==> src/rtl/decode.sv <==
// Decode stage: instruction decode, register file with write-through, RAW interlock and halt.
// Optional feature macro: DECODE_INTERLOCK_EN (hazard detection and bubble insertion).
module decode #(
  parameter int unsigned WORD   = 32,
  parameter int unsigned ADDR   = 32,
  parameter int unsigned W_RD   = 4,
  parameter int unsigned W_OPC  = 4,
  parameter int unsigned W_DOPC = 12
) (
  input  logic              clk,
  input  logic              rst,
  input  logic              v_i,
  input  logic [31:0]       inst_i,
  input  logic [ADDR-1:0]   addr_i,
  output logic              stall_o,
  input  logic              wb_i,
  input  logic [W_RD-1:0]   rd_num_i,
  input  logic [WORD-1:0]   rd_data_i,
  input  logic              stall_i,
  output logic              v_o,
  output logic [WORD-1:0]   src_o,
  output logic [WORD-1:0]   dest_o,
  output logic              wb_o,
  output logic [W_RD-1:0]   rd_num_o,
  output logic [W_DOPC-1:0] dopc_o,
  output logic [W_OPC-1:0]  opc_o,
  output logic [ADDR-1:0]   origaddr_o
);

  localparam int unsigned NREG  = 1 << W_RD;
  localparam int unsigned W_IMM = 15;

  localparam logic [3:0] CLS_LAST_WB = 4'd7;
  localparam logic [3:0] CLS_NOP     = 4'd10;
  localparam logic [3:0] CLS_HALT    = 4'd11;
  localparam logic [W_DOPC-1:0] DOPC_TOP = {1'b1, {(W_DOPC-1){1'b0}}};

  typedef enum logic [0:0] {S_RUN = 1'b0, S_HALT = 1'b1} state_t;

  state_t r_state;
  state_t w_state_nxt;

  logic [WORD-1:0]   r_regs [NREG];
  logic              r_v;
  logic              r_wb;
  logic [W_RD-1:0]   r_rd_num;
  logic [WORD-1:0]   r_src;
  logic [WORD-1:0]   r_dest;
  logic [W_DOPC-1:0] r_dopc;
  logic [W_OPC-1:0]  r_opc;
  logic [ADDR-1:0]   r_addr;

  logic [3:0]        w_cls;
  logic [W_OPC-1:0]  w_opc;
  logic [W_RD-1:0]   w_rd;
  logic [W_RD-1:0]   w_rs;
  logic              w_imm;
  logic [W_IMM-1:0]  w_imm15;
  logic [WORD-1:0]   w_sext;
  logic [WORD-1:0]   w_dest_val;
  logic [WORD-1:0]   w_rs_val;
  logic [WORD-1:0]   w_src_val;
  logic [W_DOPC-1:0] w_dopc;
  logic              w_wb;
  logic              w_hazard;
  logic              w_stall;
  logic              w_accept;

  assign w_cls   = inst_i[31:28];
  assign w_opc   = inst_i[27:24];
  assign w_rd    = inst_i[23:20];
  assign w_rs    = inst_i[19:16];
  assign w_imm   = inst_i[15];
  assign w_imm15 = inst_i[14:0];
  assign w_sext  = {{(WORD-W_IMM){w_imm15[W_IMM-1]}}, w_imm15};

  // Register reads: r0 is hardwired to zero, a same-cycle write-back wins over the array.
  always_comb begin
    w_dest_val = '0;
    if (w_rd != '0) begin
      if (wb_i && (rd_num_i == w_rd)) w_dest_val = rd_data_i;
      else                            w_dest_val = r_regs[w_rd];
    end
  end

  always_comb begin
    w_rs_val = '0;
    if (w_rs != '0) begin
      if (wb_i && (rd_num_i == w_rs)) w_rs_val = rd_data_i;
      else                            w_rs_val = r_regs[w_rs];
    end
  end

  assign w_src_val = w_imm ? w_sext : w_rs_val;

  // Classes above halt fold into nop.
  always_comb begin
    w_dopc = DOPC_TOP >> CLS_NOP;
    if (w_cls <= CLS_HALT) w_dopc = DOPC_TOP >> w_cls;
  end

  assign w_wb = (w_cls <= CLS_LAST_WB);

`ifdef DECODE_INTERLOCK_EN
  assign w_hazard = v_i && r_v && r_wb && (r_rd_num != '0) &&
                    ((w_rd == r_rd_num) || (!w_imm && (w_rs == r_rd_num)));
`else
  assign w_hazard = 1'b0;
`endif

  assign w_stall  = stall_i || w_hazard || (r_state == S_HALT);
  assign w_accept = v_i && !w_stall;
  assign stall_o  = w_stall;

  always_ff @(posedge clk) begin
    if (rst) r_state <= S_RUN;
    else     r_state <= w_state_nxt;
  end

  always_comb begin
    w_state_nxt = r_state;
    case (r_state)
      S_RUN:   if (w_accept && (w_cls == CLS_HALT)) w_state_nxt = S_HALT;
      S_HALT:  w_state_nxt = S_HALT;
      default: w_state_nxt = S_RUN;
    endcase
  end

  always_ff @(posedge clk) begin
    if (rst) begin
      for (int unsigned i = 0; i < NREG; i++) r_regs[i] <= '0;
    end else if (wb_i && (rd_num_i != '0)) begin
      r_regs[rd_num_i] <= rd_data_i;
    end
  end

  // Output register: holds under back-pressure, otherwise loads or issues a bubble.
  always_ff @(posedge clk) begin
    if (rst) begin
      r_v      <= 1'b0;
      r_wb     <= 1'b0;
      r_rd_num <= '0;
      r_src    <= '0;
      r_dest   <= '0;
      r_dopc   <= '0;
      r_opc    <= '0;
      r_addr   <= '0;
    end else if (!stall_i) begin
      r_v <= w_accept;
      if (w_accept) begin
        r_wb     <= w_wb;
        r_rd_num <= w_rd;
        r_src    <= w_src_val;
        r_dest   <= w_dest_val;
        r_dopc   <= w_dopc;
        r_opc    <= w_opc;
        r_addr   <= addr_i;
      end
    end
  end

  assign v_o        = r_v;
  assign wb_o       = r_wb;
  assign rd_num_o   = r_rd_num;
  assign src_o      = r_src;
  assign dest_o     = r_dest;
  assign dopc_o     = r_dopc;
  assign opc_o      = r_opc;
  assign origaddr_o = r_addr;

endmodule

==> config.mk <==
export PLATFORM = sky130hd
export DESIGN_NAME = decode
export DESIGN_NICKNAME = d
export VERILOG_FILES = /design/src/rtl/decode.sv
export SDC_FILE = /design/constraint.sdc
export NUM_CORES = 1
export LEC_CHECK = 0
export CORE_MARGIN = 2
export CORE_UTILIZATION = 40
export DETAILED_ROUTE_END_ITERATION = 10
export PLACE_DENSITY_LB_ADDON = 0.2
export REMOVE_ABC_BUFFERS = 1
export SYNTH_ARGS = -nofsm -noshare
export SYNTH_HDL_FRONTEND = slang
export SYNTH_SLANG_ARGS = --single-unit
==> constraint.sdc <==
create_clock -name clk -period 2.2 [get_ports clk]
set_input_delay 0.44 -clock clk [delete_from_list [all_inputs] [get_ports clk]]
set_output_delay 0.44 -clock clk [all_outputs]
set_load 0.01 [all_outputs]
==> report_table.html <==
<table>
<tr><th>Metric</th><th>Value</th></tr>
<tr><th colspan="2">Outcome</th></tr>
<tr><td>Status</td><td>finished clean</td></tr>
<tr><th colspan="2">Synth</th></tr>
<tr><td>Count of flip-flops with a built-in enable after synthesis</td><td>512</td></tr>
<tr><td>Xor and xnor area share after synthesis</td><td>less than 1%</td></tr>
<tr><td>Ys async rst share</td><td>0%</td></tr>
<tr><td>Post-synthesis instance area</td><td>roughly 0.032 sq mm</td></tr>
<tr><td>Fraction of synthesized cell area taken by the top area cell type</td><td>between 40% and 50%</td></tr>
<tr><td>Yosys cell types</td><td>47</td></tr>
<tr><td>Dominant combinational cell family by area after synthesis</td><td>multiplexers</td></tr>
<tr><td>Average cell area after synthesis</td><td>13.6 sq um</td></tr>
<tr><td>Portion of the post-synthesis area used by sequential elements</td><td>56.3%</td></tr>
<tr><td>Instance count of the mapped netlist</td><td>2313</td></tr>
<tr><td>Number of flip-flops and latches in the synthesized netlist</td><td>roughly 630</td></tr>
<tr><td>Library cell with the largest summed area after synthesis</td><td>edfxtp_1</td></tr>
<tr><td>Number of synthesis warnings</td><td>0</td></tr>
<tr><td>Area contributors post-synth</td><td>edfxtp_1 (49%), mux4_2 (16%), dfxtp_1 (7.6%), and2_1 (4.2%), nor3_1 (3.5%)</td></tr>
<tr><td>Commonest register cell after synthesis</td><td>edfxtp_1</td></tr>
<tr><td>Multiplexer share of the synthesized area</td><td>slightly below 20%</td></tr>
<tr><td>Share of the synthesized area in compound gates (AO/OA/AOI/OAI)</td><td>7.14%</td></tr>
<tr><td>Simple-gate share of the synthesized area</td><td>about an eighth</td></tr>
<tr><td>Post-Synth Adder-Cell Area</td><td>0%</td></tr>
<tr><th colspan="2">GRT</th></tr>
<tr><td>Wire length of the first global-routing pass</td><td>154000 microns</td></tr>
<tr><td>Via count of the first global-routing pass</td><td>23100</td></tr>
<tr><td>Total global routing track utilization</td><td>25.8%</td></tr>
<tr><td>Largest net degree at the start of global routing</td><td>73</td></tr>
<tr><td>Total gr overflow</td><td>0</td></tr>
<tr><td>Initial antenna violation count</td><td>0</td></tr>
<tr><th colspan="2">Clocking</th></tr>
<tr><td>Post-CTS setup buffers</td><td>0</td></tr>
<tr><td>Clock Sink Count</td><td>around 630</td></tr>
<tr><td>H-tree lvl count</td><td>3</td></tr>
<tr><td>Longest Clk Path Bufs</td><td>3</td></tr>
<tr><td>Clock tree root driver cell</td><td>clkbuf_16</td></tr>
<tr><td>Clock transition at path regs</td><td>0.06 ns</td></tr>
<tr><td>Cts bufs inserted</td><td>73</td></tr>
<tr><td>Latest clock arrival within the worst-skew pair</td><td>roughly 0.62 ns</td></tr>
<tr><td>CTS tree</td><td>done</td></tr>
<tr><th colspan="2">Pwr</th></tr>
<tr><td>Sequential cell fraction of total power</td><td>46.4%</td></tr>
<tr><td>Internal portion of total power</td><td>0.0226 W</td></tr>
<tr><td>IR drop worst, VDD</td><td>~0.54 mV</td></tr>
<tr><td>Switching part of the total power</td><td>24.8%</td></tr>
<tr><td>Static leakage</td><td>13.3 nW</td></tr>
<tr><td>Pwr dens</td><td>771 mW/mm^2</td></tr>
<tr><td>Clock network power share</td><td>about two fifths</td></tr>
<tr><td>Net switching power of the design</td><td>0.00748 W</td></tr>
<tr><td>Part of the power in combinational logic</td><td>13.4%</td></tr>
<tr><th colspan="2">Place</th></tr>
<tr><td>Count of buffers inserted at the top-level ports</td><td>223</td></tr>
<tr><td>Post-detailed-placement cell area</td><td>between 0.03 and 0.04 sq mm</td></tr>
<tr><td>Post-placement cell count</td><td>3567</td></tr>
<tr><td>Detail Placement HPWL</td><td>67500 microns</td></tr>
<tr><td>Post-placement worst setup slack</td><td>-0.450 ns</td></tr>
<tr><td>Gpl congestion</td><td>0.829</td></tr>
<tr><th colspan="2">Floorplanning</th></tr>
<tr><td>Starting Density</td><td>roughly two fifths</td></tr>
<tr><td>Count of standard-cell rows</td><td>between 100 and 150</td></tr>
<tr><td>IO Pins</td><td>approximately 220</td></tr>
<tr><td>Die Footprint</td><td>0.0811 sq mm</td></tr>
<tr><td>Die Ht</td><td>285 microns</td></tr>
<tr><td>Core area</td><td>0.0777 sq mm</td></tr>
<tr><td>X dimension of the die</td><td>roughly 280 microns</td></tr>
<tr><th colspan="2">Route</th></tr>
<tr><td>Post-route antenna net violation count</td><td>0</td></tr>
<tr><td>WL/cell</td><td>roughly 28 microns</td></tr>
<tr><td>Via count</td><td>about 22000</td></tr>
<tr><td>Initial DRT Pass Iterations</td><td>5</td></tr>
<tr><td>Detailed Route WL</td><td>roughly 110000 microns</td></tr>
<tr><td>DRC violations left</td><td>0</td></tr>
<tr><td>Detail-routed via count per cell</td><td>6.05</td></tr>
<tr><td>Iteration-0 DRC count of the detailed router</td><td>2200</td></tr>
<tr><th colspan="2">Worst setup path</th></tr>
<tr><td>Delay of the slowest cell on the worst path</td><td>0.62 ns</td></tr>
<tr><td>Critical path endpoint category</td><td>register</td></tr>
<tr><td>Crit Path Category</td><td>reg -&gt; reg</td></tr>
<tr><td>CP startpoint kind</td><td>register</td></tr>
<tr><td>Data arrival time at the worst-slack endpoint</td><td>2.64 ns</td></tr>
<tr><td>Top cell family by delay on the critical path</td><td>compound AO/OA/AOI/OAI gates</td></tr>
<tr><td>Critical path required time</td><td>2.71 ns</td></tr>
<tr><td>Worst Path Buf+Inv</td><td>0</td></tr>
<tr><td>Maximum net fanout on the critical path</td><td>2</td></tr>
<tr><td>List of cells traversed by the critical path</td><td>mux4_2, nor2b_1, a211oi_1, a211oi_1, a221o_1</td></tr>
<tr><td>Cell with the most instances on the worst path</td><td>a211oi_1</td></tr>
<tr><td>Slowest stage cell, crit path</td><td>a211oi_1</td></tr>
<tr><th colspan="2">Layout</th></tr>
<tr><td>Count of antenna diodes in the layout</td><td>0</td></tr>
<tr><td>Synthesis-to-layout area growth</td><td>23.9%</td></tr>
<tr><td># nets final</td><td>roughly 2700</td></tr>
<tr><td>Fin area</td><td>0.0391 sq mm</td></tr>
<tr><td>Most common cell after layout, fill and taps aside</td><td>edfxtp_1</td></tr>
<tr><td>Final core utilization</td><td>50.3%</td></tr>
<tr><td>Most frequent cells in the layout</td><td>edfxtp_1 (512), mux4_2 (226), nor3_1 (219), clkdlybuf4s50_1 (212), and2_1 (211)</td></tr>
<tr><td>Share of cells above drive strength 1</td><td>a little under a quarter</td></tr>
<tr><td>Fin cells</td><td>around 3700</td></tr>
<tr><th colspan="2">STA</th></tr>
<tr><td>Period Utilization, post-route</td><td>97.0%</td></tr>
<tr><td>Unrepaired setup endpoints after global routing</td><td>no</td></tr>
<tr><td>Setup-violating endpoint count in the final report</td><td>0</td></tr>
<tr><td>Fin Hold WS</td><td>0.366 ns</td></tr>
<tr><td>PnR worst setup slack</td><td>0.0651 ns</td></tr>
<tr><td>Max Fclk</td><td>468 MHz</td></tr>
<tr><td>Endpoints failing hold</td><td>0</td></tr>
<tr><td>Final period demand of the worst path</td><td>roughly 2.1 ns</td></tr>
<tr><td>Fin Clk Skew</td><td>0.0206 ns</td></tr>
<tr><td>Max_slew headroom</td><td>44.2%</td></tr>
<tr><td>Transition at the pin with the smallest max-transition slack</td><td>0.837 ns</td></tr>
<tr><td>Count of pins over their slew limit</td><td>0</td></tr>
<tr><th colspan="2">Min path</th></tr>
<tr><td>Hold/Removal Path Class</td><td>in -&gt; reg</td></tr>
<tr><th colspan="2">Job</th></tr>
<tr><td>Maximum capacitance violations</td><td>0</td></tr>
</table>
synthesized netlist by cell type, types with 19 or more instances:
cell,count
a211oi_1,79
a22oi_1,34
edfxtp_1,512
nand2_1,128
buf_2,54
nor3_1,220
and2_1,212
a221o_1,32
clkbuf_1,158
nor2_1,39
inv_1,19
and3_1,19
mux2i_1,64
mux4_2,226
o22ai_1,29
a21oi_1,68
nand3_1,22
dfxtp_1,119
nor4_1,56
mux2_2,29
nor2b_1,40
through the flow:
step / setup TNS, ns / power, W
3_3_place_gp: -123.89 / 0.0182
4_1_cts: 0 / 0.0303
3_5_place_dp: -138.35 / 0.0182
2_1_floorplan: -1386.09 / 0.0159
6_report: 0 / 0.0301
5_1_grt: 0 / 0.0310
path summary, 6_finish.rpt:
kind	from	end	slack (ns)	cells past startpoint
worst max-delay path	r_regs[2][0]	dest_o[0]	0.07	5
worst min register to register	origaddr_o[31]	origaddr_o[31]	0.45	2
worst min-delay path	addr_i[25]	origaddr_o[25]	0.37	3
worst max register to register	r_regs[2][0]	dest_o[0]	0.07	5
power groups by stage:
stage | sequential [W] | clock, W | combinational, W
after floorplan | 0.0141 | 0 | 0.00177
after global placement | 0.0142 | 0 | 0.00399
after detailed placement | 0.0142 | 0 | 0.00402
after CTS | 0.0140 | 0.0123 | 0.00403
after global routing | 0.0140 | 0.0127 | 0.00425
final | 0.0140 | 0.0121 | 0.00403
area by class of cell:
| cell class | instances | area (sq um) |
|---|---|---|
| Inverter | 19 | 71.3 |
| Fill cell | 6631 | 38700 |
| Tap cell | 1040 | 1300 |
| Sequential cell | 631 | 17800 |
| Clock inverter | 35 | 373 |
| Clock buffer | 94 | 1960 |
| Multi-Input combinational cell | 1436 | 12700 |
| Timing Repair Buffer | 441 | 4940 |
logic make-up (layout without fill, tap and decap cells):
kind of cell | Yosys count | after routing
XOR/XNOR | 8 | 8
multiplexers | 319 | 319
buffers and inverters | 277 | 589
flip-flops | 631 | 631
other | 1 | 32
AND/OR/NAND/NOR | 769 | 769
AO/OA/AOI/OAI | 308 | 308
sequential cells by signal (all words and copies together), names as in the netlist:
| signal | count |
|---|---|
| dopc_o | 12 |
| r_state | 1 |
| src_o | 32 |
| v_o | 1 |
| wb_o | 1 |
| r_regs | 512 |
| dest_o | 32 |
| opc_o | 4 |
| rd_num_o | 4 |
| origaddr_o | 32 |
worst min-delay path: cells and delay by family:
family	cells	cell delay, ns
AOI/OAI and AO/OA	1	0.05
and+or+nand+nor	1	0.05
buffers and inverters	1	0.40
routing by layer:
metal | global-route usage [%] | vias up | wire [microns]
met5 | 0 | - | 0
met2 | 43.8 | 1079 | 52100
met1 | 33.3 | 11400 | 40800
li1 | - | 9618 | -
met3 | 4.15 | 222 | 8120
met4 | 9.63 | 0 | 4100
timing repair:
| item | CTS | global route |
|---|---|---|
| setup endpoints to repair | 1 | 0 |
| gates resized for setup | 1 | 0 |
| hold buffers | 0 | 0 |
Power figures use the tool's default switching activity.
==> edit (same settings) <==
Add a define of `DECODE_INTERLOCK_EN`.
--- a/src/rtl/decode.sv
+++ b/src/rtl/decode.sv
@@ -1,4 +1,6 @@
 // Decode stage: instruction decode, register file with write-through, RAW interlock and halt.
 // Optional feature macro: DECODE_INTERLOCK_EN (hazard detection and bubble insertion).
+`define DECODE_INTERLOCK_EN
+
 module decode #(
   parameter int unsigned WORD   = 32,
Check against the original RTL: not settled (the Yosys comparison gave no result); the edit may change what the design does.
==> edit against the original RTL <==
The flow now finishes with violations (negative setup slack). Routed wire length grew 2.8%. Worst setup slack worse by 0.25 ns. Area after synthesis is 0.69% higher. Final area increased by 3.6%. Non-clock buffer count increased by 70. Total power about the same. Clock skew rose by 0.011 ns. Sequential cell count did not move. Critical endpoint is now stall_o.
==> edit: results (changes against the original RTL) <==
\begin{tabular}{lr}
\hline
Metric & Value \\
\hline
\multicolumn{2}{l}{\textbf{Status}} \\
Result of the run & complete, but fails checks \\
Violations in the final reports & negative setup slack \\
\multicolumn{2}{l}{\textbf{Final layout}} \\
Fraction of final layout cells with drive strength greater than 1 & 30.57\% (+7.1 points) \\
Count of fill cells added during filler insertion & 6554 (-1.2\%) \\
Number of nets in the final layout & 2663 (-1.6\%) \\
\multicolumn{2}{l}{\textbf{Synthesis}} \\
Syn. warnings & 0 (unchanged) \\
Synth cell count leaders & 512 x edfxtp\_1, 467 x and2\_1, 288 x mux4\_2 \\
Part of the Yosys area used for sequential elements & 55.94\% (-0.39 points) \\
Post-synth cell types & 43 (-8.5\%) \\
Cells taking the most area after synthesis & edfxtp\_1 48\%, mux4\_2 20\%, and2\_1 9.2\%, dfxtp\_1 7.5\%, clkbuf\_1 1.8\% \\
Leading register cell type out of synthesis & edfxtp\_1 \\
Number of flops mapped to enable cells by yosys & 512 (unchanged) \\
Mean Syn Cell Area & 14.72 µm² (+8.0\%) \\
\multicolumn{2}{l}{\textbf{Routing}} \\
Via Count & 21500 (-3.9\%) \\
Average detailed-routed wire length per instance & 29.45 µm (+3.6\%) \\
Violation count after the first detailed-route iteration & 2202 (+0.091\%) \\
Vias per Instance & 5.859 (-3.2\%) \\
\multicolumn{2}{l}{\textbf{Global routing}} \\
Via count of the first global-routing pass & 22080 (-4.5\%) \\
Initial antenna violation count & 4 (+4) \\
All-layer global routing usage & 26.46\% (+0.68 points) \\
Wire length of the first global-routing pass & 155200 µm (+1.0\%) \\
\multicolumn{2}{l}{\textbf{Timing}} \\
Final WS setup & -0.1861 ns (-0.2511 ns) \\
Final count of negative-setup-slack endpoints & 36 (+36) \\
Relative max-transition margin & 56.11\% (+12 points) \\
\multicolumn{2}{l}{\textbf{Place}} \\
Dpl cell area & 37550 µm² (+2.3\%) \\
Final Wtd Congestion & 0.8525 (+2.8\%) \\
Placed Cells incl. Taps & 3514 (-1.5\%) \\
\multicolumn{2}{l}{\textbf{Setup path}} \\
Max stage delay on crit path & 0.50 ns (-0.12 ns) \\
Largest fanout on the critical path & 4 (+2) \\
Critical-path top delay cell & or4\_4 \\
\multicolumn{2}{l}{\textbf{Clock network}} \\
Worst-skew pair later-pin latency & 0.64 ns (+0.02 ns) \\
\multicolumn{2}{l}{\textbf{Pwr}} \\
Worst vdd rail ir drop & 0.5387 mV (+0.60\%) \\
\hline
\end{tabular}
-- edit: cell count changes in the layout (fill, tap and decap cells not counted), moves of 17 or more --
cell / before / now
nand3_1: 21 / 4
and2_1: 211 / 467
mux4_2: 226 / 288
inv_1: 19 / 2
nor3_1: 219 / 46
a211oi_1: 79 / 17
o22ai_1: 29 / 0
buf_4: 134 / 187
nor4_1: 56 / 4
nor3b_1: 0 / 19
nor2b_1: 38 / 5
and3_1: 19 / 0
a2111oi_1: 18 / 0
-- edit: per-layer routing --
metal | vias to the layer above | global-route usage [%] | wire, µm
met5 | - | 0 | 0
met4 | 0 | 9.555 | 3669
met3 | 188 | 4.713 | 9443
met2 | 1130 | 42.94 | 51520
met1 | 11130 | 35.84 | 43410
li1 | 9046 | - | -
-- edit: timing repair --
item	in CTS	in global routing
endpoints found under the setup margin	72	118
resized for setup	52	16
setup buffers	14	1
endpoints found under the hold margin	0	0
pin swaps	17	7
cloned	6	0
-- edit: layout make-up --
| cell class | instances | share of cell area (%) |
|---|---|---|
| repair buffers | 511 | 13.88 |
| inverters | 3 | 0.02784 |
| well taps | 1050 | 3.248 |
| flip-flops and latches | 631 | 43.93 |
| clock inverters | 33 | 0.7177 |
| multi-input cells | 1338 | 33.11 |
| clock buffers | 101 | 5.080 |
| diodes | 2 | 0.01237 |
-- edit: path summary, 6_finish.rpt --
check | start | depth (start not counted) | endpoint | slack [ns]
worst max register to register | rd_num_o[0] | 9 | dest_o[19] | -0.12
worst max-delay path | rd_num_o[0] | 5 | stall_o | -0.19
worst min-delay path | rst | 2 | origaddr_o[0] | 0.04
worst min register to register | dopc_o[11] | 2 | dopc_o[11] | 0.45
-- edit: worst max-delay path: cells and delay by family, from the launching register on --
| family | cells | cell delay (ns) |
|---|---|---|
| compound gates | 1 | 0.09 |
| flops | 1 | 0.33 |
| buf+inv | 2 | 0.27 |
| simple gates | 2 | 0.63 |
-- edit: power by group --
group | internal [mW] | leakage, nW | switching (mW) | total [mW]
Combinational | 2.17 | 7.34 | 1.96 | 4.13
Sequential | 13.6 | 5.87 | 0.387 | 14.0
Clock | 6.92 | 1.14 | 5.06 | 12.0
Total | 22.7 | 14.3 | 7.41 | 30.1
-- edit: cells by family (layout without fill, tap and decap cells) --
family / after synthesis / count (layout) / synth area share [%]
AO/OA/AOI/OAI: 154 / 154 / 3.512
XOR/XNOR: 16 / 16 / 0.4415
buffers and inverters: 218 / 648 / 3.142
flip-flops: 631 / 631 / 55.94
multiplexers: 374 / 374 / 23.27
other: 1 / 34 / 0.01181
AND/OR/NAND/NOR: 762 / 762 / 13.67
